### config.mk
export PLATFORM = sky130hd
export DESIGN_NAME = fb_port_arbiter
export DESIGN_NICKNAME = d
export VERILOG_FILES = /design/src/rtl/fb_port_arbiter.sv
export SDC_FILE = /design/constraint.sdc
export NUM_CORES = 1
export LEC_CHECK = 0
export BUFFER_PORTS_ARGS = -buffer_cell sky130_fd_sc_hd__buf_4
export CORE_MARGIN = 1.5
export CORE_UTILIZATION = 55
export CTS_BUF_LIST = sky130_fd_sc_hd__clkbuf_8
export DETAILED_ROUTE_END_ITERATION = 16
export PLACE_DENSITY = 0.85
export SLEW_MARGIN = 40
export SYNTH_ARGS = -nofsm -noshare
export SYNTH_HDL_FRONTEND = slang
export SYNTH_SLANG_ARGS = --single-unit
### constraint.sdc
create_clock -name clk -period 5.2 [get_ports clk]
set_clock_uncertainty 0.15 [all_clocks]
set_input_delay 0.52 -clock clk [delete_from_list [all_inputs] [get_ports clk]]
set_output_delay 0.52 -clock clk [all_outputs]
set_load 0.05 [all_outputs]
### src/rtl/fb_port_arbiter.sv
// rtl/fb_port_arbiter.sv - single-port framebuffer RAM shared by CPU (priority) and pixel prefetch FIFO
module fb_port_arbiter #(
   parameter int AW    = 16,
   parameter int DW    = 32,
   parameter int NPIX  = 40000,
   parameter int DEPTH = 4
) (
   input  logic          clk,
   input  logic          reset,
   input  logic          cpu_re,
   input  logic          cpu_we,
   input  logic [AW-1:0] cpu_addr,
   input  logic [DW-1:0] cpu_wdata,
   output logic [DW-1:0] cpu_rdata,
   output logic [AW-1:0] ram_addr,
   output logic          ram_we,
   output logic [DW-1:0] ram_wdata,
   input  logic [DW-1:0] ram_rdata,
   input  logic          enable,
   input  logic          frame_sync,
   input  logic          pix_pop,
   output logic          pix_valid,
   output logic [DW-1:0] pix_data,
   output logic [AW-1:0] fetch_addr,
   output logic          underflow
);

   localparam int PW = $clog2(DEPTH);
   localparam logic [0:0] IDLE = 1'b0;
   localparam logic [0:0] RUN  = 1'b1;

   logic [0:0]    state;
   logic [DW-1:0] fifo [DEPTH];
   logic [PW-1:0] rd_ptr;
   logic [PW-1:0] wr_ptr;
   logic [PW:0]   count;
   logic          in_flight;
   logic          cpu_req;
   logic          fetch_go;
   logic          do_pop;
   logic [PW+1:0] occupancy;

   // Slots already promised to an outstanding read count as occupied, so the FIFO can never overflow.
   assign cpu_req   = cpu_re | cpu_we;
   assign occupancy = {1'b0, count} + {{(PW + 1){1'b0}}, in_flight};
   assign fetch_go  = !cpu_req && (state == RUN) && (occupancy < (PW + 2)'(DEPTH)) && !frame_sync;
   assign do_pop    = pix_pop && (count != '0);

   assign ram_addr  = cpu_req ? cpu_addr : fetch_addr;
   assign ram_we    = cpu_we;
   assign ram_wdata = cpu_we ? cpu_wdata : '0;
   assign cpu_rdata = ram_rdata;
   assign pix_valid = (count != '0);
   assign pix_data  = pix_valid ? fifo[rd_ptr] : '0;

   always_ff @(posedge clk) begin
      if (reset) begin
         state      <= IDLE;
         fetch_addr <= '0;
         rd_ptr     <= '0;
         wr_ptr     <= '0;
         count      <= '0;
         in_flight  <= 1'b0;
         underflow  <= 1'b0;
      end else if (frame_sync) begin
         fetch_addr <= '0;
         rd_ptr     <= '0;
         wr_ptr     <= '0;
         count      <= '0;
         in_flight  <= 1'b0;
         underflow  <= 1'b0;
      end else begin
         state     <= enable ? RUN : IDLE;
         in_flight <= fetch_go;
         if (fetch_go)
            fetch_addr <= (fetch_addr == AW'(NPIX - 1)) ? '0 : fetch_addr + 1'b1;
         if (in_flight)
            wr_ptr <= wr_ptr + 1'b1;
         if (do_pop)
            rd_ptr <= rd_ptr + 1'b1;
         if (pix_pop && (count == '0))
            underflow <= 1'b1;
         case ({in_flight, do_pop})
            2'b10:   count <= count + 1'b1;
            2'b01:   count <= count - 1'b1;
            default: count <= count;
         endcase
      end
   end

   // Storage needs no reset: pix_data is masked by pix_valid.
   always_ff @(posedge clk) begin
      if (!reset && !frame_sync && in_flight)
         fifo[wr_ptr] <= ram_rdata;
   end

endmodule

==> impl_metrics.ini <==
[routing]
vias_per_cell = 5.31
num_vias = 4294
drcViolationCount = 0
first_pass_iters = 4
routed_wl_mm = 14.3
wl_per_cell_um = 17.7
first_iter_violations = 230
ant_nets = 0

[layout]
multiInputGateArea_um2 = 2110
final_common_cell = buf_4
area_growth_pct = 28.6
fin_nets = 721
final_util = 0.729
final_area_um2 = 8830
antennaDiodeCount = 0
final-seq-area_um2 = 4410
final_cell_mix = 219 x buf_4, 128 x edfxtp_1, 65 x and2_1
layoutNonFillerInstCount = 808
fillers = 765
drive_gt1_frac = 0.497

[sta]
tns_ns = 0
setup_violations = 0
rsz0062_at_grt = no
tightest_slew_ns = 0.810
relSlewSlack = 0.460
clock.fmax_ghz = 0.317
period_share = 0.607
fin_crit_ns = 3.16
hold_viol = 0
setup_ws_ns = 2.04
maxSlewViolCount = 0

[critical_path]
slowest_stage = dfxtp_2
cpMostUsedCell = buf_4
path_cells = buf_4 -> mux4_2 -> and2_1 -> buf_4
cp.arrival_ns = 2.49
crit_type = register to primary output
max_stage_delay_ns = 0.67
cp-end-kind = primary output
worstPathMaxFanout = 18
start_kind = register
reg2regPathDepth = 9
crit_required_ns = 4.53

[global_route]
antenna_found_initial = 0
overflow = 0
grt_usage = 0.230
grt_pass1_vias = 4371
grt_start_max_net_pins = 37
grt_first_pass_wirelength_mm = 22.5

[yosys]
synth.distinct_cells = 43
avgSynthCellArea_um2 = 15.5
synth.ff_latch_count = 156
syn_inst = 442
yosysWarnings = 0
seq_area_frac_synth = 0.642
synth_area_um2 = 6860
syn_nets = 536

[floorplan]
ios = 218
die-area_um2 = 13200
initial_core_util = 0.567
rows = 40
die_h_um = 115
core_area_um2 = 12100
die_w_um = 115

[clock_tree]
clk_pin_slew_worst_paths_ns = 0.07
ctsResizeCount = 0
htree_levels = 4
root_buffer = clkbuf_8
postCtsHoldBufs = 0
numCtsBuffers = 17
postCtsSetupRepairBufs = 0
clkLatencyLatePin_ns = 0.43
clkSinkCount = 156
clock_path_buffers = 2
cts_tree = built

[flow_run]
cap_violations = 0

[power_and_ir_drop]
power_density_nw_per_um2 = 292
leakagePower_nw = 3.36
ir_worst_vdd_uv = 156

[place]
gp_congestion = 0.845
hpwlAfterDp_mm = 9.82
placed_area_um2 = 8380
dp.cells = 776
preCtsSetupSlack_ns = 2.42
portBuffers = 217

[worst_hold_path]
hp-class = input pin to register
holdPathStages = 2

[status]
status = completed
-- cell families after synthesis --
logic type	Yosys count	share of synthesized area
adders and majority gates	7	0.0139
DFF	156	0.642
xor gates and xnor gates	10	0.0128
buffers and inverters	61	0.0545
AOI/OAI and AO/OA	20	0.0171
and+or+nand+nor	137	0.124
muxes	51	0.136
-- critical path, delay by kind of cell, from the launching register on --
family | cells | cell delay (ns)
buffers and inverters | 2 | 0.63
DFF | 1 | 0.67
muxes | 1 | 0.57
and+or+nand+nor | 1 | 0.18
-- final cells by class --
type                            count  area share
Clock buffer                       21      0.0327
Clock inverter                     11      0.0160
Inverter                            8     0.00340
Multi-Input combinational cell    225       0.239
Sequential cell                   156       0.499
Tap cell                          168      0.0238
Timing Repair Buffer              219       0.186
-- sequential cells by signal, summed over array words and instances, names as in the netlist, named ones only --
| name | count |
|---|---|
| state | 1 |
| underflow | 1 |
| in_flight | 1 |
| fetch_addr | 16 |
| rd_ptr | 2 |
| count | 3 |
| wr_ptr | 2 |
| fifo | 128 |
-- per-layer routing --
metal  track usage  vias to the layer above  share of wire
met4        0.0798                        0          0.010
li1              -                     1996              -
met5             0                        -              0
met1         0.294                     2125           0.41
met3        0.0508                       12          0.053
met2         0.392                      161           0.52
-- report_power, final --
group	total, W	internal, W	leakage (nW)	switching (W)
Combinational	0.000285	0.000102	1.77	0.000182
Sequential	0.00135	0.00135	1.38	0.000000964
Clock	0.000939	0.000523	0.219	0.000416
-- metrics by stage --
| stage | total power (W) | hold slack [ns] |
|---|---|---|
| floorplan | 0.00156 | 0.329 |
| global placement | 0.00166 | 0.324 |
| detailed placement | 0.00166 | 0.334 |
| CTS | 0.00259 | 0.0581 |
| global route | 0.00265 | 0.0897 |
| finish | 0.00257 | 0.103 |
-- cells in the mapped netlist, drive strengths merged --
master	instances	area, um2
edfxtp	128	3840
and2	65	407
buf	41	299
mux4	32	721
dfxtp	28	561
nor2	20	77.6
mux2	16	180
clkbuf	12	45.0
nand3	11	65.1
nand4	9	68.8
a21oi	8	40.0
inv	8	30.0
xor2	8	70.1
nand2	7	26.3
o21ai	7	38.8
and3	6	37.5
ha	6	75.1
or3	5	32.5
or4	4	30.0
mux2i	3	30.0
and4	2	20.0
and4bb	2	28.8
nor3b	2	31.3
o211ai	2	15.0
o31ai	2	15.0
xnor2	2	17.5
fa	1	20.0
nor3	1	5.00
nor4	1	6.26
nor4bb	1	10.0
o41ai	1	8.76
or2	1	6.26
-- path summary, 6_finish.rpt --
kind              startpoint  slack [ns]            to
setup / recovery    register        2.04  pix_data[18]
hold / removal         reset        0.10         state
setup reg to reg    count[2]        2.47      count[2]
hold reg to reg    underflow        0.33     underflow
Note: power is estimated with default switching activity, not from simulation.
